## src/rtl/pc_fetch_unit.sv

```systemverilog
`default_nettype none
// ============================================================================
//  Module      : pc_fetch_unit
//  Description : Program counter and instruction-fetch stage. Holds the PC,
//                runs a req/ack fetch handshake to instruction memory, hands
//                instructions to decode with a valid/ready pair, and
//                redirects on taken jumps (TF_OUT = 0) while discarding any
//                fetch that is already in flight.
//  Revision    : 1.0 - initial release
// ============================================================================
module pc_fetch_unit #(
  parameter int                ADDR_W       = 16,
  parameter int                INSTR_W      = 32,
  parameter logic [ADDR_W-1:0] RESET_VECTOR = '0
) (
  input  logic               CLK,
  input  logic               RESET,
  input  logic               TF_OUT,
  input  logic [ADDR_W-1:0]  JUMP_TARGET,
  input  logic               BR_VALID,
  output logic [ADDR_W-1:0]  IMEM_ADDR,
  output logic               IMEM_REQ,
  input  logic               IMEM_ACK,
  input  logic [INSTR_W-1:0] IMEM_DATA,
  output logic [INSTR_W-1:0] INSTR,
  output logic               INSTR_VALID,
  input  logic               INSTR_READY,
  output logic [ADDR_W-1:0]  PC_OUT,
  output logic [ADDR_W-1:0]  LINK_ADDR
);

  typedef enum logic [1:0] {
    ST_BOOT  = 2'd0,
    ST_FETCH = 2'd1,
    ST_HOLD  = 2'd2,
    ST_DROP  = 2'd3
  } state_t;

  localparam logic [ADDR_W-1:0] c_one = {{(ADDR_W-1){1'b0}}, 1'b1};

  state_t               r_state;
  state_t               w_next_state;
  logic [ADDR_W-1:0]    r_pc;
  logic [ADDR_W-1:0]    w_next_pc;
  logic [ADDR_W-1:0]    w_pc_inc;
  logic [ADDR_W-1:0]    r_imem_addr;
  logic                 r_imem_req;
  logic [INSTR_W-1:0]   r_instr;
  logic                 r_instr_valid;
  logic [ADDR_W-1:0]    r_pc_out;
  logic                 w_redirect;
  logic                 w_capture;
  logic                 w_clear_valid;
  logic                 w_next_req;

  // A taken jump only counts once the unit has left BOOT.
  assign w_redirect = BR_VALID & ~TF_OUT & (r_state != ST_BOOT);
  assign w_pc_inc   = r_pc + c_one;

  // Next-state, next-pc and decode-register control; redirect outranks
  // both ACK capture and a same-cycle decode transfer.
  always_comb begin
    w_next_state  = r_state;
    w_next_pc     = r_pc;
    w_capture     = 1'b0;
    w_clear_valid = 1'b0;
    case (r_state)
      ST_BOOT: begin
        w_next_state = ST_FETCH;
      end
      ST_FETCH: begin
        if (w_redirect) begin
          // With a same-cycle ACK the returned word is simply not captured;
          // without one the outstanding request must be drained in DROP.
          w_next_pc     = JUMP_TARGET;
          w_clear_valid = 1'b1;
          w_next_state  = IMEM_ACK ? ST_FETCH : ST_DROP;
        end else if (IMEM_ACK) begin
          w_capture    = 1'b1;
          w_next_pc    = w_pc_inc;
          w_next_state = ST_HOLD;
        end
      end
      ST_HOLD: begin
        if (w_redirect) begin
          // The instruction sitting on INSTR is the flushed delay slot.
          w_next_pc     = JUMP_TARGET;
          w_clear_valid = 1'b1;
          w_next_state  = ST_FETCH;
        end else if (INSTR_READY) begin
          w_clear_valid = 1'b1;
          w_next_state  = ST_FETCH;
        end
      end
      ST_DROP: begin
        // A further redirect while draining just retargets the pc.
        if (w_redirect) begin
          w_next_pc = JUMP_TARGET;
        end
        if (IMEM_ACK) begin
          w_next_state = ST_FETCH;
        end
      end
      default: begin
        w_next_state = ST_BOOT;
      end
    endcase
  end

  // A request is outstanding whenever the unit will be fetching or draining.
  assign w_next_req = (w_next_state == ST_FETCH) || (w_next_state == ST_DROP);

  // State and program counter.
  always_ff @(posedge CLK or negedge RESET) begin
    if (!RESET) begin
      r_state <= ST_BOOT;
      r_pc    <= RESET_VECTOR;
    end else begin
      r_state <= w_next_state;
      r_pc    <= w_next_pc;
    end
  end

  // Memory-side request; the address is frozen in DROP so it stays stable
  // for the abandoned request even though the pc has been redirected.
  always_ff @(posedge CLK or negedge RESET) begin
    if (!RESET) begin
      r_imem_req  <= 1'b0;
      r_imem_addr <= RESET_VECTOR;
    end else begin
      r_imem_req <= w_next_req;
      if (w_next_state != ST_DROP) begin
        r_imem_addr <= w_next_pc;
      end
    end
  end

  // Decode-side instruction register, its pc tag and the valid flag.
  always_ff @(posedge CLK or negedge RESET) begin
    if (!RESET) begin
      r_instr       <= '0;
      r_pc_out      <= RESET_VECTOR;
      r_instr_valid <= 1'b0;
    end else if (w_capture) begin
      r_instr       <= IMEM_DATA;
      r_pc_out      <= r_pc;
      r_instr_valid <= 1'b1;
    end else if (w_clear_valid) begin
      r_instr_valid <= 1'b0;
    end
  end

  assign IMEM_ADDR   = r_imem_addr;
  assign IMEM_REQ    = r_imem_req;
  assign INSTR       = r_instr;
  assign INSTR_VALID = r_instr_valid;
  assign PC_OUT      = r_pc_out;
  // Return address for jal; wraps naturally at the top of the address space.
  assign LINK_ADDR   = r_pc_out + c_one;

endmodule
`default_nettype wire

```

## config.mk

```make
export PLATFORM = sky130hd
export DESIGN_NAME = pc_fetch_unit
export DESIGN_NICKNAME = d
export VERILOG_FILES = /design/src/rtl/pc_fetch_unit.sv
export SDC_FILE = /design/constraint.sdc
export NUM_CORES = 1
export LEC_CHECK = 0
export BUFFER_PORTS_ARGS = -buffer_cell sky130_fd_sc_hd__buf_2
export CORE_MARGIN = 4
export CORE_UTILIZATION = 51
export CTS_CLUSTER_SIZE = 14
export DETAILED_ROUTE_END_ITERATION = 10
export GPL_TIMING_DRIVEN = 0
export PLACE_DENSITY = 0.88
export SYNTH_ARGS = -nofsm -noshare
export SYNTH_HDL_FRONTEND = slang
export SYNTH_SLANG_ARGS = --single-unit
export TNS_END_PERCENT = 5
```

## constraint.sdc

```tcl
create_clock -name CLK -period 2.6 [get_ports CLK]
set_input_delay 0.39 -clock CLK [delete_from_list [all_inputs] [get_ports CLK]]
set_output_delay 0.39 -clock CLK [all_outputs]
set_load 0.01 [all_outputs]
```

==> results.rst, run 1 <==
.. list-table::
   :header-rows: 1

   * - Metric
     - Value
   * - Run status
     - completed
   * - Multi-input gate area
     - 1900 µm²
   * - Area growth from synthesis to layout
     - 26.1%
   * - Clock Skews
     - 0.0103 ns
   * - Setup WS pre-CTS
     - 0.00752 ns
   * - Count of warnings emitted by yosys
     - 0
   * - Final Critical Period
     - 2.45 ns
   * - Finish-stage setup viols
     - 0
   * - Pins over their slew limit
     - 0
   * - Ordered cell list for the critical path
     - inv_1, ha_1, buf_2, and3_1, clkbuf_1, clkbuf_1, mux2_2
   * - Combinational Power Share
     - 0.476
   * - Leakage power
     - 0.00249 µW
   * - Fraction of the core area covered by cells at the end of the flow
     - 0.663
   * - Final Hold Fails
     - 0
   * - Cell repeated most along the worst path
     - clkbuf_1
   * - Largest net degree at the start of global routing
     - 60
   * - Max clock buf depth
     - 2
   * - Worst setup margin
     - 0.153 ns
   * - Inst Count DP
     - 591
   * - Number of primary I/O pins
     - 136
   * - Worst IR Drop VDD
     - 618 µV
   * - Via density
     - 5.63
   * - Cell Int Power
     - 3680 µW
   * - Portion of total power attributed to sequential cells
     - 0.378
   * - Antenna Cells
     - 0
   * - Via count
     - 3,417
   * - Routed Antenna Nets
     - 0
   * - Chip Width
     - 97.2 µm
   * - Critical path peak fanout
     - 10
   * - Library cells used by synthesis
     - 56
   * - Post-DP HPWL
     - 8140 µm
   * - DR DRC count
     - 0
   * - DRT iter0 DRCs
     - 419
   * - Total negative setup slack
     - 0 ns
   * - Top flip-flop cell by instance count after synthesis
     - dfrtp_1
   * - Core outline area
     - 7730 µm²
   * - Post-detailed-route wirelength per cell
     - 17.3 µm
   * - Worst path arrival time
     - 2.70 ns
   * - EDFF count, synth
     - 0
   * - Number of cells produced by synthesis
     - 353
   * - Reported net switching power
     - 2520 µW
   * - Die boundary height
     - 97.2 µm
   * - Final net count
     - 562
   * - Dominant cell type by area after synthesis
     - dfrtp_1
   * - Category of the most critical setup path
     - flip-flop to flip-flop
   * - Post-synth top area share
     - 0.511
   * - Share of total power in the clock network
     - 0.146
   * - Tcrit/Tclk final
     - 0.941
   * - Post-Layout Cell Count
     - 607
   * - Fraction of power spent switching nets
     - 0.406
   * - Reg2Reg Depth
     - 7
   * - Via count of the first global-routing pass
     - 3,456
   * - Full die area
     - 9460 µm²
   * - Root buffer cell
     - clkbuf_8
   * - Sequential fraction of the synthesis area
     - 0.511
   * - Hold crit path type
     - input pin to flip-flop
   * - Total area of sequential cells
     - 2080 µm²
   * - Async set-reset flop share out of synthesis
     - 1.00
   * - Crit. End Element
     - flip-flop
   * - Relative slew margins
     - 0.593
   * - Number of H-tree branching levels
     - 3
   * - WL final
     - 10,500 µm
   * - Pwr dens
     - 1210 nW/µm²
   * - Max-cap viol count
     - 0
   * - Maximum clock rate
     - 0.409 GHz
   * - Fillcell total
     - 653
   * - Pre-Repair DR Iteration Count
     - 6
   * - Critical path data required time
     - 2.85 ns
   * - Worst path max stage delay
     - 0.45 ns
   * - Worst hold path depth
     - 2
   * - Worst Setup Start Kind
     - flip-flop
   * - Largest cells by area after synthesis
     - dfrtp_1 51%, mux2_2 17%, o21ai_0 2.8%
   * - Unrepaired setup endpoints after global routing
     - true
   * - TritonCTS buffer count
     - 9
   * - Global-route wire length before repair
     - 17,900 µm
   * - FP Rows
     - 32
   * - Total global-route track usage
     - 0.232
   * - Later-pin clock latency in the skew report
     - 0.36 ns
   * - Netlist area before placement
     - 4060 µm²
   * - Layout cell share with drive strength beyond 1
     - 0.463
   * - Post-CTS setup buffers
     - 0
   * - Register clock-pin slew on the reported worst setup and hold paths
     - 0.09 ns
   * - Grt ovf
     - 0
   * - CTS tree
     - yes
   * - Transition time at the pin with the least slew margin
     - 0.604 ns
   * - Clock sinks
     - 83
   * - Critical-path cell with the highest stage delay
     - clkbuf_1
   * - Number of antenna violations at the first check in global routing
     - 0
   * - Total of buffers placed on input and output ports
     - 135
   * - Weighted congestion at the end of routability-driven global placement
     - 0.918
   * - Flip-flop and latch count after synthesis
     - 83
   * - Design Power
     - 6200 µW
   * - Mapped Avg Cell Area
     - 11.5 µm²
   * - Starting utilization of the core area
     - 0.526
   * - Net count of the mapped netlist
     - 414
[synth_stat cells, drive strengths merged, types with 3 or more instances]
cell type,instances
a21o,3
a21oi,10
a22oi,4
and3,4
buf,9
clkbuf,8
dfrtp,83
ha,7
inv,9
mux2,62
nand2,24
nand3,12
nand4,9
nor2,11
nor3,5
nor4,8
o21ai,24
or2,3
or3,5
xnor2,13
xor2,4
[power groups by stage]
| stage | clock network (µW) | registers [µW] | logic (µW) |
|---|---|---|---|
| finish | 904 | 2340 | 2950 |
| global route | 990 | 2440 | 3240 |
| CTS | 916 | 2340 | 2940 |
| detailed placement | 0 | 2360 | 2920 |
| global placement | 0 | 2310 | 2830 |
| floorplan | 0 | 2490 | 1650 |
[stage by stage]
stage / area [µm²] / hold slack [ns]
after floorplan: 4060 / 0.0944
after global placement: 4860 / 0.457
after detailed placement: 4890 / 0.325
after CTS: 5100 / 0.245
after global routing: 5120 / 0.241
final: 5120 / 0.257
[layer usage]
metal / wire, µm / global-route usage / vias to the layer above
met4: 331 / 0.0895 / 0
met3: 747 / 0.0517 / 31
met2: 5120 / 0.373 / 152
li1: - / - / 1589
met5: 0 / 0 / -
met1: 4310 / 0.308 / 1645
[kinds of logic after synthesis]
logic type      synth area share
simple gates               0.120
flops                      0.511
compound gates             0.107
mux                        0.178
buf+inv                   0.0265
xor+xnor                  0.0367
fa+ha+maj                 0.0216
[placed cells by master (no fill, tap or decap), types with 3 or more instances in the layout]
| cell type | n |
|---|---|
| xor2_1 | 4 |
| and3_1 | 4 |
| clkbuf_2 | 4 |
| inv_1 | 9 |
| a22oi_1 | 4 |
| a21o_1 | 3 |
| o21ai_0 | 23 |
| nor2_1 | 11 |
| a21oi_1 | 10 |
| nand3_1 | 12 |
| nand2_1 | 23 |
| xnor2_1 | 13 |
| dfrtp_1 | 82 |
| buf_2 | 138 |
| ha_1 | 6 |
| nor3_1 | 4 |
| clkbuf_1 | 7 |
| nand4_1 | 7 |
| nor4_1 | 8 |
| or3_1 | 5 |
| clkbuf_8 | 9 |
| mux2_2 | 61 |
[sequential cells by signal (all words and copies together), names as in the netlist]
register / count
INSTR: 32
IMEM_ADDR: 16
PC_OUT: 16
r_pc: 16
r_state: 2
INSTR_VALID: 1
[path summary, 6_finish.rpt]
| path | startpoint | to | slack (ns) |
|---|---|---|---|
| setup reg to reg | r_state[1] | INSTR[15] | 0.15 |
| hold / removal | IMEM_DATA[30] | INSTR[30] | 0.26 |
| min in group asynchronous | RESET | INSTR[1] | 0.47 |
| max in group asynchronous | RESET | r_state[0] | 1.51 |
| hold reg to reg | INSTR_VALID | INSTR_VALID | 0.48 |
| setup / recovery | r_state[1] | INSTR[15] | 0.15 |
[repair_timing]
item,4_1_cts,5_1_grt
endpoints found under the hold margin,24,0
resized for setup,1,12
hold buffers,1,0
setup endpoints to repair,1,56
[cell type report]
type | instances | share of cell area
sequential | 83 | 0.406
multi-input combinational | 243 | 0.370
timing repair buffer | 137 | 0.140
tap | 102 | 0.0249
clock buffer | 9 | 0.0242
buffer | 17 | 0.0151
clock inverter | 6 | 0.0127
inverter | 10 | 0.00733
[worst max-delay path: cells and delay by family (launching register included)]
| family | cells | cell delay [ns] |
|---|---|---|
| fa+ha+maj | 1 | 0.23 |
| mux | 1 | 0.40 |
| simple gates | 1 | 0.18 |
| flops | 1 | 0.42 |
| buf+inv | 4 | 1.10 |
(Power assumes the default switching activity.)
==> run 2: changes to the inputs <==
--- a/config.mk
+++ b/config.mk
@@ -12,6 +12,7 @@
 export DETAILED_ROUTE_END_ITERATION = 10
 export GPL_TIMING_DRIVEN = 0
 export PLACE_DENSITY = 0.88
+export SETUP_SLACK_MARGIN = 0.4
 export SYNTH_ARGS = -nofsm -noshare
 export SYNTH_HDL_FRONTEND = slang
 export SYNTH_SLANG_ARGS = --single-unit
==> results.rst, run 2 (synthesis results as in run 1) <==
.. list-table::
   :header-rows: 1

   * - Metric
     - Value
   * - Post-Layout Cell Count
     - 631 (+4.0%)
   * - Post-DP HPWL
     - 8160 µm (+0.20%)
   * - Worst IR Drop VDD
     - 656 µV (+6.2%)
   * - WL final
     - 11,800 µm (+12%)
   * - Core outline area
     - 7730 µm² (unchanged)
   * - DR DRC count
     - 0 (unchanged)
   * - Final net count
     - 585 (+4.1%)
   * - Total of buffers placed on input and output ports
     - 135 (unchanged)
   * - Leakage power
     - 0.00265 µW (+6.5%)
   * - Routed Antenna Nets
     - 0 (unchanged)
   * - Pre-Repair DR Iteration Count
     - 5 (-1)
   * - Clock Skews
     - 0.00742 ns (-0.00284 ns)
   * - Via count
     - 3,665 (+7.3%)
   * - Total global-route track usage
     - 0.232 (+0.000295)
   * - Antenna Cells
     - 0 (unchanged)
   * - Unrepaired setup endpoints after global routing
     - true
   * - Via count of the first global-routing pass
     - 3,606 (+4.3%)
   * - Pins over their slew limit
     - 0 (unchanged)
   * - Commonest non-fill, non-tap cell in the layout
     - buf_2
   * - Number of H-tree branching levels
     - 3 (unchanged)
   * - Largest register FFs
     - 32 (unchanged)
   * - Category of the most critical setup path
     - flip-flop to flip-flop
   * - Ordered cell list for the critical path
     - ha_2, nand4_4, or3_1, or2_0, a311o_1, mux2_4
   * - Weighted congestion at the end of routability-driven global placement
     - 0.944 (+2.9%)
   * - Worst path top cell family by delay
     - simple AND/OR/NAND/NOR gates
   * - Total area of sequential cells
     - 2090 µm² (+0.42%)
   * - Later-pin clock latency in the skew report
     - 0.35 ns (about the same)
   * - Critical-path cell with the highest stage delay
     - dfrtp_2
   * - Worst path max stage delay
     - 0.44 ns (about the same)
   * - Finish-stage setup viols
     - 0 (unchanged)
   * - Root buffer cell
     - clkbuf_8
   * - Inst Count DP
     - 591 (unchanged)
   * - Global-route wire length before repair
     - 17,800 µm (-0.58%)
   * - Relative slew margins
     - 0.623 (+0.0303)
   * - Max-cap viol count
     - 0 (unchanged)
   * - Final Hold Fails
     - 0 (unchanged)
   * - Die boundary height
     - 97.2 µm (unchanged)
   * - Tcrit/Tclk final
     - 0.856 (-0.0852)
   * - FP Rows
     - 32 (unchanged)
   * - Max clock buf depth
     - 2 (unchanged)
   * - CTS tree
     - yes
   * - Post-detailed-route wirelength per cell
     - 18.7 µm (+8.2%)
   * - Via density
     - 5.81 (+3.2%)
   * - Number of antenna violations at the first check in global routing
     - 0 (unchanged)
   * - Worst Setup Start Kind
     - flip-flop
   * - Starting utilization of the core area
     - 0.526 (unchanged)
   * - Chip Width
     - 97.2 µm (unchanged)
   * - Worst path arrival time
     - 2.47 ns (-0.23 ns)
   * - Layout cell share with drive strength beyond 1
     - 0.556 (+0.0924)
   * - Register clock-pin slew on the reported worst setup and hold paths
     - 0.09 ns (about the same)
   * - Clock sinks
     - 83 (unchanged)
   * - Full die area
     - 9460 µm² (unchanged)
   * - Maximum clock rate
     - 0.449 GHz (+10%)
   * - Total negative setup slack
     - 0 ns (unchanged)
   * - DRT iter0 DRCs
     - 259 (-38%)
   * - Grt ovf
     - 0 (unchanged)
   * - Number of primary I/O pins
     - 136 (unchanged)
   * - Multi-input gate area
     - 2070 µm² (+9.4%)
   * - Transition time at the pin with the least slew margin
     - 0.558 ns (-0.0464 ns)
   * - Number of buffer and inverter stages on the critical path
     - 0 (-4)
   * - Fillcell total
     - 556 (-15%)
   * - Critical path data required time
     - 2.84 ns (about the same)
   * - Hold crit path type
     - input pin to flip-flop
   * - Area growth from synthesis to layout
     - 36.2%
   * - Run status
     - completed
   * - Critical path peak fanout
     - 9 (-1)
   * - Final Critical Period
     - 2.23 ns (-0.221 ns)
   * - Crit. End Element
     - flip-flop
   * - Largest net degree at the start of global routing
     - 60 (unchanged)
   * - TritonCTS buffer count
     - 9 (unchanged)
   * - Pwr dens
     - 1230 nW/µm² (+1.9%)
   * - Leading cell types in the layout, fill and taps excluded
     - 138 x buf_2, 75 x dfrtp_1, 60 x mux2_2
==> run 2: cell types whose count changed in the layout (fill, tap and decap cells not counted), sizes merged <==
cell      previous run  this run
clkinvlp             1         2
clkbuf              20        17
clkinv               4         2
buf                142       169
inv                 10        11
==> run 2: worst paths after layout <==
| check | endpoint | cells after the start | slack, ns | from |
|---|---|---|---|---|
| min | INSTR[6] | 2 | 0.26 | IMEM_DATA[6] |
| min reg2reg | INSTR_VALID | 1 | 0.48 | INSTR_VALID |
| max reg2reg | IMEM_ADDR[10] | 6 | 0.37 | r_pc[0] |
| max | IMEM_ADDR[10] | 6 | 0.37 | r_pc[0] |
| min in group asynchronous | IMEM_ADDR[8] | 2 | 0.50 | RESET |
| max in group asynchronous | PC_OUT[4] | 3 | 1.49 | RESET |
==> run 2: worst register-to-register path: stages, from the launching register on <==
cell	delay, ns
dfrtp_2	0.44
ha_2	0.24
nand4_4	0.16
or3_1	0.44
or2_0	0.21
a311o_1	0.37
mux2_4	0.26
==> run 2: where the power goes <==
| part | switching, µW | total, µW | internal (µW) | leakage, µW |
|---|---|---|---|---|
| clock network | 492 | 948 | 456 | 0.0000950 |
| logic | 1790 | 3490 | 1700 | 0.00152 |
| registers | 511 | 2380 | 1870 | 0.00104 |
| total | 2790 | 6820 | 4030 | 0.00265 |
==> run 2: per-layer routing <==
metal / track usage / vias to the layer above / part of all wire
met3: 0.0567 / 45 / 0.077
met5: 0 / - / 0
li1: - / 1634 / -
met4: 0.0905 / 0 / 0.031
met2: 0.400 / 231 / 0.50
met1: 0.281 / 1755 / 0.39
==> run 2: repair_timing <==
action	4_1_cts	5_1_grt
resized for setup	35	38
hold buffers	1	0
setup buffers	1	22
endpoints found under the setup margin	74	38
pin swaps	0	11
endpoints found under the hold margin	24	0
==> run 2: layout make-up <==
cell class | instances | area share
clock inverters | 6 | 0.0133
clock buffers | 10 | 0.0231
well taps | 102 | 0.0231
plain buffers | 17 | 0.0204
flip-flops and latches | 83 | 0.377
repair buffers | 160 | 0.161
multi-input cells | 243 | 0.375
inverters | 10 | 0.00724
==> run 2: through the flow <==
step / cell area [µm²] / hold slack (ns) / worst slack, ns / util / total power (µW)
floorplan: 4090 / 0.0944 / 0.388 / - / 4170
CTS: 5240 / 0.254 / 0.332 / 0.678 / 6380
detailed placement: 4920 / 0.330 / 0.0902 / 0.636 / 5310
finish: 5530 / 0.264 / 0.375 / 0.716 / 6820
global route: 5530 / 0.251 / 0.297 / 0.716 / 7220
global placement: 4890 / 0.457 / 0.0984 / 0.633 / 5170
==> run 3: changes to the inputs <==
--- a/config.mk
+++ b/config.mk
@@ -7,11 +7,11 @@
 export LEC_CHECK = 0
 export BUFFER_PORTS_ARGS = -buffer_cell sky130_fd_sc_hd__buf_2
 export CORE_MARGIN = 4
-export CORE_UTILIZATION = 51
+export CORE_UTILIZATION = 32
 export CTS_CLUSTER_SIZE = 14
 export DETAILED_ROUTE_END_ITERATION = 10
 export GPL_TIMING_DRIVEN = 0
-export PLACE_DENSITY = 0.88
+export PLACE_DENSITY = 0.62
 export SETUP_SLACK_MARGIN = 0.4
 export SYNTH_ARGS = -nofsm -noshare
 export SYNTH_HDL_FRONTEND = slang
==> constraint.sdc (replaced) <==
create_clock -name CLK -period 2.2 [get_ports CLK]
set_input_delay 0.33 -clock CLK [delete_from_list [all_inputs] [get_ports CLK]]
set_output_delay 0.33 -clock CLK [all_outputs]
set_load 0.01 [all_outputs]
==> results.rst, run 3 (synthesis results as in run 1) <==
.. list-table::
   :header-rows: 1

   * - Metric
     - Value
   * - Worst IR Drop VDD
     - 695 µV (+5.9%)
   * - Global-route wire length before repair
     - 18,700 µm (+5.5%)
   * - Weighted congestion at the end of routability-driven global placement
     - 0.870 (-7.8%)
   * - Later-pin clock latency in the skew report
     - 0.34 ns (about the same)
   * - Worst setup endpoint
     - IMEM_ADDR[8]
   * - Unrepaired setup endpoints after global routing
     - true
   * - Register clock-pin slew on the reported worst setup and hold paths
     - 0.07 ns (-0.02 ns)
   * - Final Hold Fails
     - 0 (unchanged)
   * - Final Critical Period
     - 2.18 ns (-0.0428 ns)
   * - Post-Layout Cell Count
     - 701 (+11%)
   * - Number of primary I/O pins
     - 136 (unchanged)
   * - Cell Int Power
     - 5860 µW (+45%)
   * - Worst reg2reg endpoint
     - IMEM_ADDR[8]
   * - Total negative setup slack
     - 0 ns (unchanged)
   * - Total global-route track usage
     - 0.164 (-0.0680)
   * - Number of H-tree branching levels
     - 3 (unchanged)
   * - Pins over their slew limit
     - 0 (unchanged)
   * - Full die area
     - 14,600 µm² (+54%)
   * - Root buffer cell
     - clkbuf_16
   * - Portion of total power attributed to sequential cells
     - 0.304 (-0.045)
   * - Core outline area
     - 12,200 µm² (+58%)
   * - Crit Reg-Reg Startpoint
     - r_state[0]
   * - Tcrit/Tclk final
     - 0.992 (+0.136)
   * - Share of total power in the clock network
     - 0.189 (+0.050)
   * - Worst setup margin
     - 0.0175 ns (-0.357 ns)
   * - Finish-stage setup viols
     - 0 (unchanged)
   * - Post-DP HPWL
     - 8620 µm (+5.6%)
   * - Run status
     - completed
   * - WL final
     - 12,200 µm (+3.1%)
   * - Commonest non-fill, non-tap cell in the layout
     - buf_2
   * - Post-detailed-route wirelength per cell
     - 17.4 µm (-7.2%)
   * - Via count of the first global-routing pass
     - 3,485 (-3.4%)
   * - DRT iter0 DRCs
     - 159 (-39%)
   * - DR DRC count
     - 0 (unchanged)
   * - Layout cell share with drive strength beyond 1
     - 0.576 (+0.0202)
   * - Die boundary height
     - 121 µm (+24%)
   * - Category of the most critical setup path
     - flip-flop to flip-flop
   * - Reported net switching power
     - 3500 µW (+25%)
   * - Antenna Cells
     - 0 (unchanged)
   * - Number of antenna violations at the first check in global routing
     - 0 (unchanged)
   * - Register-to-register setup slack
     - 0.02 ns (-0.36 ns)
   * - Fillcell total
     - 1,163 (+110%)
   * - Area growth from synthesis to layout
     - 51.3%
   * - CP Launch Point
     - r_state[0]
   * - Max-cap viol count
     - 0 (unchanged)
   * - Reg2Reg Depth
     - 8 (+2)
   * - Combinational Power Share
     - 0.507 (-0.005)
   * - CTS tree
     - yes
   * - Via density
     - 5.01 (-14%)
   * - Max clock buf depth
     - 2 (unchanged)
   * - Maximum clock rate
     - 0.458 GHz (+2.0%)
   * - Setup WS pre-CTS
     - -0.378 ns (-0.469 ns)
   * - Area after detailed placement
     - 5060 µm² (+2.9%)
   * - Starting utilization of the core area
     - 0.333 (-0.193)
   * - Hold Slack
     - 0.214 ns (-0.0500 ns)
   * - Fraction of power spent switching nets
     - 0.374 (-0.0352)
   * - Largest register FFs
     - 32 (unchanged)
   * - Layout Cell Area excl Fill
     - 6140 µm² (+11%)
   * - Clock Skews
     - 0.00811 ns (+0.000689 ns)
   * - Critical path peak fanout
     - 9 (unchanged)
   * - Via count
     - 3,512 (-4.2%)
   * - Pre-Repair DR Iteration Count
     - 5 (unchanged)
   * - TritonCTS buffer count
     - 9 (unchanged)
   * - Total of buffers placed on input and output ports
     - 135 (unchanged)
   * - Critical path data required time
     - 2.42 ns (-0.42 ns)
   * - Routed Antenna Nets
     - 0 (unchanged)
   * - Largest net degree at the start of global routing
     - 56 (-6.7%)
   * - Transition time at the pin with the least slew margin
     - 0.521 ns (-0.0365 ns)
   * - Leading cell types in the layout, fill and taps excluded
     - 137 x buf_2, 75 x dfrtp_1, 46 x mux2_4
   * - Relative slew margins
     - 0.648 (+0.0247)
   * - Clock sinks
     - 83 (unchanged)
   * - Pwr dens
     - 1520 nW/µm² (+24%)
   * - Worst path arrival time
     - 2.41 ns (-0.06 ns)
   * - Inst Count DP
     - 657 (+11%)
   * - FP Rows
     - 40 (+25%)
   * - Worst Setup Start Kind
     - flip-flop
   * - Grt ovf
     - 0 (unchanged)
   * - Crit. End Element
     - flip-flop
   * - Final net count
     - 589 (+0.68%)
   * - Hold crit path type
     - input pin to flip-flop
   * - Leakage power
     - 0.00295 µW (+12%)
   * - Chip Width
     - 121 µm (+24%)
## run 3: area by class of cell
cell class / instances / area [µm²] / area share
repair buffers: 164 / 941 / 0.153
plain buffers: 17 / 213 / 0.0346
clock buffers: 9 / 225 / 0.0367
well taps: 168 / 210 / 0.0342
clock inverters: 7 / 121 / 0.0198
inverters: 10 / 42.5 / 0.00692
multi-input cells: 243 / 2300 / 0.375
flip-flops and latches: 83 / 2090 / 0.340
## run 3: through the flow
stage / total power, µW / utilization
after floorplan: 5030 / -
after global placement: 6320 / 0.412
after detailed placement: 6420 / 0.414
after CTS: 8720 / 0.470
after global routing: 9940 / 0.503
final: 9360 / 0.503
## run 3: worst max-delay path, stage by stage (launching register included)
cell,delay (ns)
dfrtp_2,0.46
inv_4,0.07
ha_4,0.18
or2_4,0.24
buf_6,0.13
or4_4,0.52
a21oi_4,0.14
o21ai_2,0.07
mux2_2,0.26
## run 3: power groups by stage
stage / Combinational [µW] / Sequential, µW / Clock [µW]
after floorplan: 2070 / 2960 / 0
after global placement: 3540 / 2780 / 0
after detailed placement: 3620 / 2800 / 0
after CTS: 4130 / 2780 / 1810
after global routing: 5100 / 2950 / 1890
final: 4740 / 2840 / 1770
## run 3: routing by layer
layer / up-vias / part of all wire / track usage
li1: 1649 / - / -
met1: 1724 / 0.44 / 0.220
met2: 125 / 0.48 / 0.258
met3: 14 / 0.059 / 0.0374
met4: 0 / 0.016 / 0.0644
met5: - / 0 / 0
## run 3: repair_timing
item                                    CTS  global route
gates resized for setup                  46            95
hold buffers                              1             0
pin swaps                                 8            19
endpoints found under the setup margin   92            91
buffers inserted                         19             7
cloned                                    1             0
endpoints found under the hold margin    28             0
## run 3: how the worst min path moves through the flow
stage               slack (ns)  cells after the start          start      endpoint
finish                    0.21                      2  IMEM_DATA[19]     INSTR[19]
floorplan                 0.03                      0          RESET  IMEM_ADDR[0]
global placement          0.46                      1    INSTR_VALID   INSTR_VALID
detailed placement        0.29                      1          RESET      INSTR[2]
CTS                       0.20                      2  IMEM_DATA[20]     INSTR[20]
global route              0.20                      2  IMEM_DATA[16]     INSTR[16]
